$ cat src/rtl/cic_comb_decimator_if.sv
// Sample bus for the CIC comb decimator: integrated input samples with their
// strobe, and decimated output samples with their strobe.
//   inp_samp_data / inp_samp_str : integrated sample and its valid strobe
//   out_samp_data / out_samp_str : decimated, differentiated sample and strobe
// master: the side feeding samples in (integrator cascade or bench)
// slave : the comb decimator
interface cic_comb_decimator_if #(
    parameter int unsigned DATA_WIDTH_INP = 8,
    parameter int unsigned DATA_WIDTH_OUT = 8
);
    logic signed [DATA_WIDTH_INP-1:0] inp_samp_data;
    logic                             inp_samp_str;
    logic signed [DATA_WIDTH_OUT-1:0] out_samp_data;
    logic                             out_samp_str;

    modport master (
        output inp_samp_data,
        output inp_samp_str,
        input  out_samp_data,
        input  out_samp_str
    );

    modport slave (
        input  inp_samp_data,
        input  inp_samp_str,
        output out_samp_data,
        output out_samp_str
    );
endinterface

$ cat src/rtl/cic_comb_decimator.sv
// Decimating comb section of a CIC decimator. Keeps every DEC_RATE-th strobed
// input sample, then runs it through STAGES comb stages y = x - x[n-DIFF_DELAY]
// (n counts decimated samples) in modular DATA_WIDTH_INP arithmetic.
// Ports:
//   clk   : rising-edge clock
//   reset : synchronous, active-high reset
//   bus   : slave side of cic_comb_decimator_if (input sample/strobe in,
//           decimated sample/strobe out, registered)
// Optional feature: define CIC_COMB_ROUND_EN to round half-up (with positive
// saturation) instead of truncating to DATA_WIDTH_OUT bits.
module cic_comb_decimator #(
    parameter int unsigned DATA_WIDTH_INP = 8,
    parameter int unsigned DATA_WIDTH_OUT = 8,
    parameter int unsigned STAGES         = 3,
    parameter int unsigned DIFF_DELAY     = 1,
    parameter int unsigned DEC_RATE       = 4
) (
    input logic                 clk,
    input logic                 reset,
    cic_comb_decimator_if.slave bus
);
    localparam int unsigned CNT_W = $clog2(DEC_RATE);
    localparam int unsigned SHIFT = DATA_WIDTH_INP - DATA_WIDTH_OUT;
    localparam logic [CNT_W-1:0] CNT_LAST = CNT_W'(DEC_RATE - 1);

    typedef logic signed [DATA_WIDTH_INP-1:0] samp_t;
    typedef logic signed [DATA_WIDTH_OUT-1:0] out_t;

    logic [CNT_W-1:0]  cnt_q, cnt_d;
    samp_t             dec_data_q, dec_data_d;
    logic              dec_str_q, dec_str_d;
    samp_t             dly_q [STAGES][DIFF_DELAY];
    samp_t             dly_d [STAGES][DIFF_DELAY];
    samp_t             res_q [STAGES];
    samp_t             res_d [STAGES];
    logic [STAGES-1:0] str_q, str_d;
    out_t              out_data_q, out_data_d;
    logic              out_str_q, out_str_d;

    samp_t             stage_in_c [STAGES];
    logic [STAGES-1:0] stage_in_str_c;
    out_t              quant_c;

    // Decimation: keep the sample on every DEC_RATE-th input strobe.
    always_comb begin
        cnt_d      = cnt_q;
        dec_data_d = dec_data_q;
        dec_str_d  = 1'b0;
        if (bus.inp_samp_str) begin
            if (cnt_q == CNT_LAST) begin
                cnt_d      = '0;
                dec_data_d = bus.inp_samp_data;
                dec_str_d  = 1'b1;
            end else begin
                cnt_d = cnt_q + CNT_W'(1);
            end
        end
    end

    // Comb chain: each stage advances only on its incoming strobe; wrap-around
    // subtraction is intentional so integrator overflow cancels out.
    always_comb begin
        stage_in_c[0]     = dec_data_q;
        stage_in_str_c[0] = dec_str_q;
        for (int k = 1; k < int'(STAGES); k++) begin
            stage_in_c[k]     = res_q[k-1];
            stage_in_str_c[k] = str_q[k-1];
        end
        dly_d = dly_q;
        res_d = res_q;
        str_d = stage_in_str_c;
        for (int k = 0; k < int'(STAGES); k++) begin
            if (stage_in_str_c[k]) begin
                res_d[k]    = stage_in_c[k] - dly_q[k][DIFF_DELAY-1];
                dly_d[k][0] = stage_in_c[k];
                for (int j = 1; j < int'(DIFF_DELAY); j++) begin
                    dly_d[k][j] = dly_q[k][j-1];
                end
            end
        end
    end

    // Output quantization of the last stage result.
    generate
        if (SHIFT == 0) begin : g_pass
            assign quant_c = res_q[STAGES-1];
        end else begin : g_quant
`ifdef CIC_COMB_ROUND_EN
            localparam logic [DATA_WIDTH_INP:0] HALF = (DATA_WIDTH_INP + 1)'(1) << (SHIFT - 1);
            logic [DATA_WIDTH_INP:0] sum_c;
            logic [DATA_WIDTH_OUT:0] shr_c;
            assign sum_c = {res_q[STAGES-1][DATA_WIDTH_INP-1], res_q[STAGES-1]} + HALF;
            assign shr_c = sum_c[DATA_WIDTH_INP:SHIFT];
            // Only a positive overflow is possible: the half-LSB add never goes down.
            assign quant_c = (shr_c[DATA_WIDTH_OUT] != shr_c[DATA_WIDTH_OUT-1])
                           ? {1'b0, {(DATA_WIDTH_OUT-1){1'b1}}}
                           : shr_c[DATA_WIDTH_OUT-1:0];
`else
            assign quant_c = res_q[STAGES-1][DATA_WIDTH_INP-1:SHIFT];
`endif
        end
    endgenerate

    // Output register holds its value between strobes.
    always_comb begin
        out_data_d = out_data_q;
        out_str_d  = str_q[STAGES-1];
        if (str_q[STAGES-1]) begin
            out_data_d = quant_c;
        end
    end

    always_ff @(posedge clk) begin
        if (reset) begin
            cnt_q      <= '0;
            dec_data_q <= '0;
            dec_str_q  <= 1'b0;
            str_q      <= '0;
            out_data_q <= '0;
            out_str_q  <= 1'b0;
            for (int k = 0; k < int'(STAGES); k++) begin
                res_q[k] <= '0;
                for (int j = 0; j < int'(DIFF_DELAY); j++) begin
                    dly_q[k][j] <= '0;
                end
            end
        end else begin
            cnt_q      <= cnt_d;
            dec_data_q <= dec_data_d;
            dec_str_q  <= dec_str_d;
            str_q      <= str_d;
            out_data_q <= out_data_d;
            out_str_q  <= out_str_d;
            res_q      <= res_d;
            dly_q      <= dly_d;
        end
    end

    assign bus.out_samp_data = out_data_q;
    assign bus.out_samp_str  = out_str_q;
endmodule

$ cat src/flat_wrapper.sv
// flat-port wrapper written by rule: the top's interface ports become plain ports
module cic_comb_decimator_flat 
#(
    parameter int unsigned DATA_WIDTH_INP = 8,
    parameter int unsigned DATA_WIDTH_OUT = 8,
    parameter int unsigned STAGES         = 3,
    parameter int unsigned DIFF_DELAY     = 1,
    parameter int unsigned DEC_RATE       = 4
)
  (clk, reset, bus_inp_samp_data, bus_inp_samp_str, bus_out_samp_data, bus_out_samp_str);
  cic_comb_decimator_if #(.DATA_WIDTH_INP(DATA_WIDTH_INP), .DATA_WIDTH_OUT(DATA_WIDTH_OUT)) bus_i ();
  input logic clk;
  input logic reset;
  input wire logic [$bits(bus_i.inp_samp_data)-1:0] bus_inp_samp_data;
  input wire logic [$bits(bus_i.inp_samp_str)-1:0] bus_inp_samp_str;
  output wire logic [$bits(bus_i.out_samp_data)-1:0] bus_out_samp_data;
  output wire logic [$bits(bus_i.out_samp_str)-1:0] bus_out_samp_str;
  assign bus_i.inp_samp_data = bus_inp_samp_data;
  assign bus_i.inp_samp_str = bus_inp_samp_str;
  assign bus_out_samp_data = bus_i.out_samp_data;
  assign bus_out_samp_str = bus_i.out_samp_str;
  cic_comb_decimator #(.DATA_WIDTH_INP(DATA_WIDTH_INP), .DATA_WIDTH_OUT(DATA_WIDTH_OUT), .STAGES(STAGES), .DIFF_DELAY(DIFF_DELAY), .DEC_RATE(DEC_RATE)) u_core (.clk(clk), .reset(reset), .bus(bus_i));
endmodule
$ cat config.mk
export PLATFORM = sky130hd
export DESIGN_NAME = cic_comb_decimator_flat
export DESIGN_NICKNAME = d
export VERILOG_FILES = /design/src/rtl/cic_comb_decimator_if.sv /design/src/rtl/cic_comb_decimator.sv /design/src/flat_wrapper.sv
export SDC_FILE = /design/constraint.sdc
export NUM_CORES = 1
export LEC_CHECK = 0
export CORE_MARGIN = 3
export CORE_UTILIZATION = 49
export CTS_CLUSTER_DIAMETER = 60
export DETAILED_ROUTE_END_ITERATION = 10
export GPL_ROUTABILITY_DRIVEN = 0
export PLACE_DENSITY = 0.76
export SYNTH_ARGS = -nofsm -noshare
export SYNTH_HDL_FRONTEND = slang
export SYNTH_SLANG_ARGS = --single-unit
$ cat constraint.sdc
create_clock -name clk -period 2 [get_ports clk]
set_input_delay 0.4 -clock clk [delete_from_list [all_inputs] [get_ports clk]]
set_output_delay 0.4 -clock clk [all_outputs]
set_load 0.05 [all_outputs]
== Word level (Yosys, flattened, before mapping) ==
Index checks and enable logic that the tools add are counted.

* Flip-flop bits (word level): 71
* Input bits: 11
* Output and inout port bits: 9
* Word-level logic and storage cells: 22

* $add $sub $neg: 4
* Equality and inequality tests: 1
* Muxes and demuxes: 2
* Bitwise logic cells: 1
* Reductions and logical operators: 2

{| class="wikitable"
|+ Operators with widths
! cell !! number
|-
| 8-bit subtractor || 3
|-
| 2-bit by 1-bit adder with 2-bit output, second input constant || 1
|-
| 2-bit equality test, second input constant || 1
|-
| 2-bit two-way mux || 1
|-
| 2-bit AND reduction || 1
|-
| 2-bit OR reduction || 1
|-
| 1-bit two-way mux || 1
|-
| 1-bit inverter || 1
|}

== Logic depth before layout (Yosys ltp) ==
* Depth in word-level cells: 2
* Depth in mapped cells: 8
* Mapped depth without buffers: 8

== Least setup slack after synthesis ==
OpenSTA, ideal clock, no wires.

* Path type: register -> register
* From: reg u_core.res_q[8] (netlist bit)
* To: reg u_core.res_q, in the netlist u_core.quant_c[6]
* Setup time: 0.127 ns
* Data arrival time: 1.798 ns
* Setup slack: 0.075 ns
* Cell stages (with the launch flop): 9
* Path buffers: 0
* Cells stage by stage: dfxtp_1 inv_1 ha_1 inv_1 fa_1 a21o_1 a211oi_1 nor4_1 or3b_1

* Longest elaborated chain between the ends: 1

{| class="wikitable"
|+ RTL lines
! element !! line !! source
|-
| from (decl) || cic_comb_decimator.sv:34 || <nowiki>samp_t res_q [STAGES];</nowiki>
|-
| from (signal assigned) || cic_comb_decimator.sv:134 || <nowiki>res_q <= res_d;</nowiki>
|-
| 8-bit subtractor || cic_comb_decimator.sv:74 || <nowiki>res_d[k] = stage_in_c[k] - dly_q[k][DIFF_DELAY-1];</nowiki>
|}

Every way passes these cells.
A chain may end at the register's enable or synchronous reset.

== Final worst setup path ==
* From: reg u_core.dec_data_q[0]
* To: reg u_core.res_q[22] (netlist bit)

* Longest elaborated chain between the ends: 1

{| class="wikitable"
|+ RTL lines
! element !! line !! source
|-
| from (decl) || cic_comb_decimator.sv:30 || <nowiki>samp_t dec_data_q, dec_data_d;</nowiki>
|-
| from (signal assigned) || cic_comb_decimator.sv:129 || <nowiki>dec_data_q <= dec_data_d;</nowiki>
|-
| 8-bit subtractor || cic_comb_decimator.sv:74 ||
|}

Every way passes these cells.

==> reports/results.ini <==
[status]
status=completed

[clocking]
insertion_delay_ns=0.34
cts_tree=built
clkSlewWorstSetupHoldPaths_ns=0.07
postCtsHoldBufs=0
clock_sinks=71
htree_levels=3
cts-root-buf=clkbuf_8
tritoncts.num_buffers=9
ctsLongestPathBuffers=2

[grt]
grt_max_degree=32
grt_pass1_vias=2737
grt_pass1_wl_um=11600
antenna_found_initial=0
gr-usage-all-layers=0.169
grt_overflow=0

[synthesis]
yosysMostFrequentCell=dfxtp_1
netlist_top_cells_count=71 x dfxtp_1, 58 x nor2_1, 37 x mux2i_1
postSynthCellCount=399
synthesis.area_sq_um=3540
synth.avg_cell_area_sq_um=8.88
synth_top_area_share=0.401
synth_cell_types=35
synth-simple-area-share=0.168
synth_area_leaders=dfxtp_1 40%, mux2i_1 10%, ha_1 7.8%, nor2_1 6.1%, a211oi_1 3.4%
ys_warn_count=0
syn_nets=435
synthFlopType=dfxtp_1
synth_top_family_by_area=simple AND/OR/NAND/NOR gates
synthAdderAreaFrac=0.0947
async_flop_share=0
ys_seq_area_frac=0.401
synth-compound-area-share=0.149
synth_edf_count=0
muxShareOfSynthArea=0.105
synth_top_cell_by_area=dfxtp_1
post_synth_xor_area_fraction=0.0223
ys_ff_latch=71

[detailed_routing]
ant_nets=0
vias=2822
wl_per_cell_um=12.9
first_pass_iters=4
drc=0
vias_per_cell=5.37
drt_iter0_markers=110
routed_wl_um=6770

[timing]
fin_crit_sh=0.969
relSlewSlack=0.664
holdWs_ns=0.373
tightest_slew_ns=0.502
finalWorstSetupSlack_ns=0.0629
fin_skew_ns=0.00542
fin_crit_ns=1.94
rsz0062_at_grt=yes
setup_viol=0
fmax_mhz=516
hold_viol_final=0
slew_viol_final=0

[floorplan]
io_pins=20
die_h_um=91.0
die_width_um=91.0
dieArea_sq_um=8280
core_sq_um=6910
rows=30
start_util=0.513

[placement]
place_hpwl_um=4880
io_buffers=19
place_worst_setup_slack_ns=-0.0419
place_area_sq_um=3860

[power]
power_uw=2420
p_per_area_nw_per_um2=595
vdd_drop_max_v=0.000455
leakage_uw=0.00142

[finish]
seq_area_sq_um=1430
stdcell_area_sq_um=4070
drive_gt1_frac=0.109
antenna_cells=0
areaGrowthSynthToFinish_pct=14.8
utilization=0.589
fill_cells=627
multi_input_area_sq_um=1940
fin_nets=463

[setup_path]
critPathKind=register to register
critPathCaptureType=register
cp_max_fo=3
r2r-start=u_core.dec_data_q[0]
cp_data_arrival_time_ns=2.16
required_ns=2.22
r2r_slack_ns=0.06
critPathLaunchType=register
reg2reg_depth=8
worstReg2RegEnd=u_core.res_q[22]

[flow_run]
drv_cap=0

[min_path]
min_to=u_core.dly_q[5]
hp-start=reset
hold_path_depth=2
worstHoldPathType=primary input to register

[layout by cell type (no fill, tap or decap), drive strengths merged]
cell and instances:
buf 17, clkinv 2, a31o 3, a31oi 3, o2111a 1, o21ai 17
clkbuf 12, a21oi 17, nor4 3, nor4b 5, o311ai 3, clkdlybuf4s50 18
xnor2 6, or3b 2, fa 3, nor3b 1, o211ai 6, dfxtp 71
nor2 58, or3 1, xor2 3, a21o 3, o22ai 3, o21a 6
mux2i 37, ha 22, nand2 20, nor2b 7, inv 31, nor3 5
a211oi 18, nand2b 9, nand3 17
[layer usage]
layer	up-vias	share of wire	GRT usage
met4	0	0.025	0.0854
li1	1441	-	-
met2	54	0.52	0.315
met5	-	0	0
met3	13	0.036	0.0439
met1	1314	0.42	0.172
[how the worst max path moves through the flow]
stage                    startpoint                end  slack (ns)  cells past startpoint
4_1_cts            u_core.res_q[16]   u_core.res_q[14]       0.008                      8
5_1_grt        u_core.dec_data_q[0]   u_core.res_q[22]       -0.02                      8
3_5_place_dp        u_core.res_q[8]  u_core.quant_c[6]       -0.04                      8
2_1_floorplan       u_core.res_q[8]  u_core.quant_c[6]        0.08                      8
3_3_place_gp        u_core.res_q[8]  u_core.quant_c[6]        0.04                      8
6_report       u_core.dec_data_q[0]   u_core.res_q[22]        0.06                      8
[worst max-delay path, cell delays in order, from the launching register on]
cell,delay (ns)
dfxtp_2,0.33
inv_2,0.06
ha_4,0.13
inv_2,0.04
fa_2,0.39
a21o_1,0.21
a211oi_2,0.21
nor4_1,0.06
or3b_1,0.37
[flip-flops by register name, summed over array words and instances, names as in the netlist]
register                  count
u_core.dec_str_q              1
u_core.dec_data_q             8
u_core.quant_c                8
u_core.res_q                 16
u_core.str_q                  3
u_core.bus.out_samp_data      8
u_core.dly_q                 24
u_core.cnt_q                  2
u_core.bus.out_samp_str       1
[per-stage QoR]
| step | TNS (ns) | instances |
|---|---|---|
| final | 0 | 526 |
| after detailed placement | -0.0419 | 508 |
| after floorplan | 0 | 399 |
| after CTS | 0 | 522 |
| after global routing | -0.0289 | 526 |
| after global placement | 0 | 508 |
[report_power, final]
group	total [uW]	internal, uW	switching, uW	leakage [uW]
registers	1430	1420	5.32	0.000574
logic	102	45.0	56.9	0.000765
clock network	892	433	459	0.0000761
[logic make-up (layout without fill, tap and decap cells)]
logic type	after synthesis	count (layout)
compound gates	80	80
xor+xnor	9	9
fa+ha+maj	25	25
buf+inv	49	80
flops	71	71
mux	37	37
simple gates	128	128
[final cells by class]
| cell class | count | share of cell area |
|---|---|---|
| clock buffers | 12 | 0.0332 |
| clock inverters | 2 | 0.00246 |
| inverters | 31 | 0.0286 |
| multi-input cells | 279 | 0.477 |
| flip-flops and latches | 71 | 0.351 |
| well taps | 96 | 0.0295 |
| repair buffers | 35 | 0.0782 |
[repair_timing]
action	in CTS	in global routing
pin swaps	0	13
buffers inserted	0	4
endpoints found under the setup margin	2	3
resized for setup	2	13
Power figures use the tool's default switching activity.
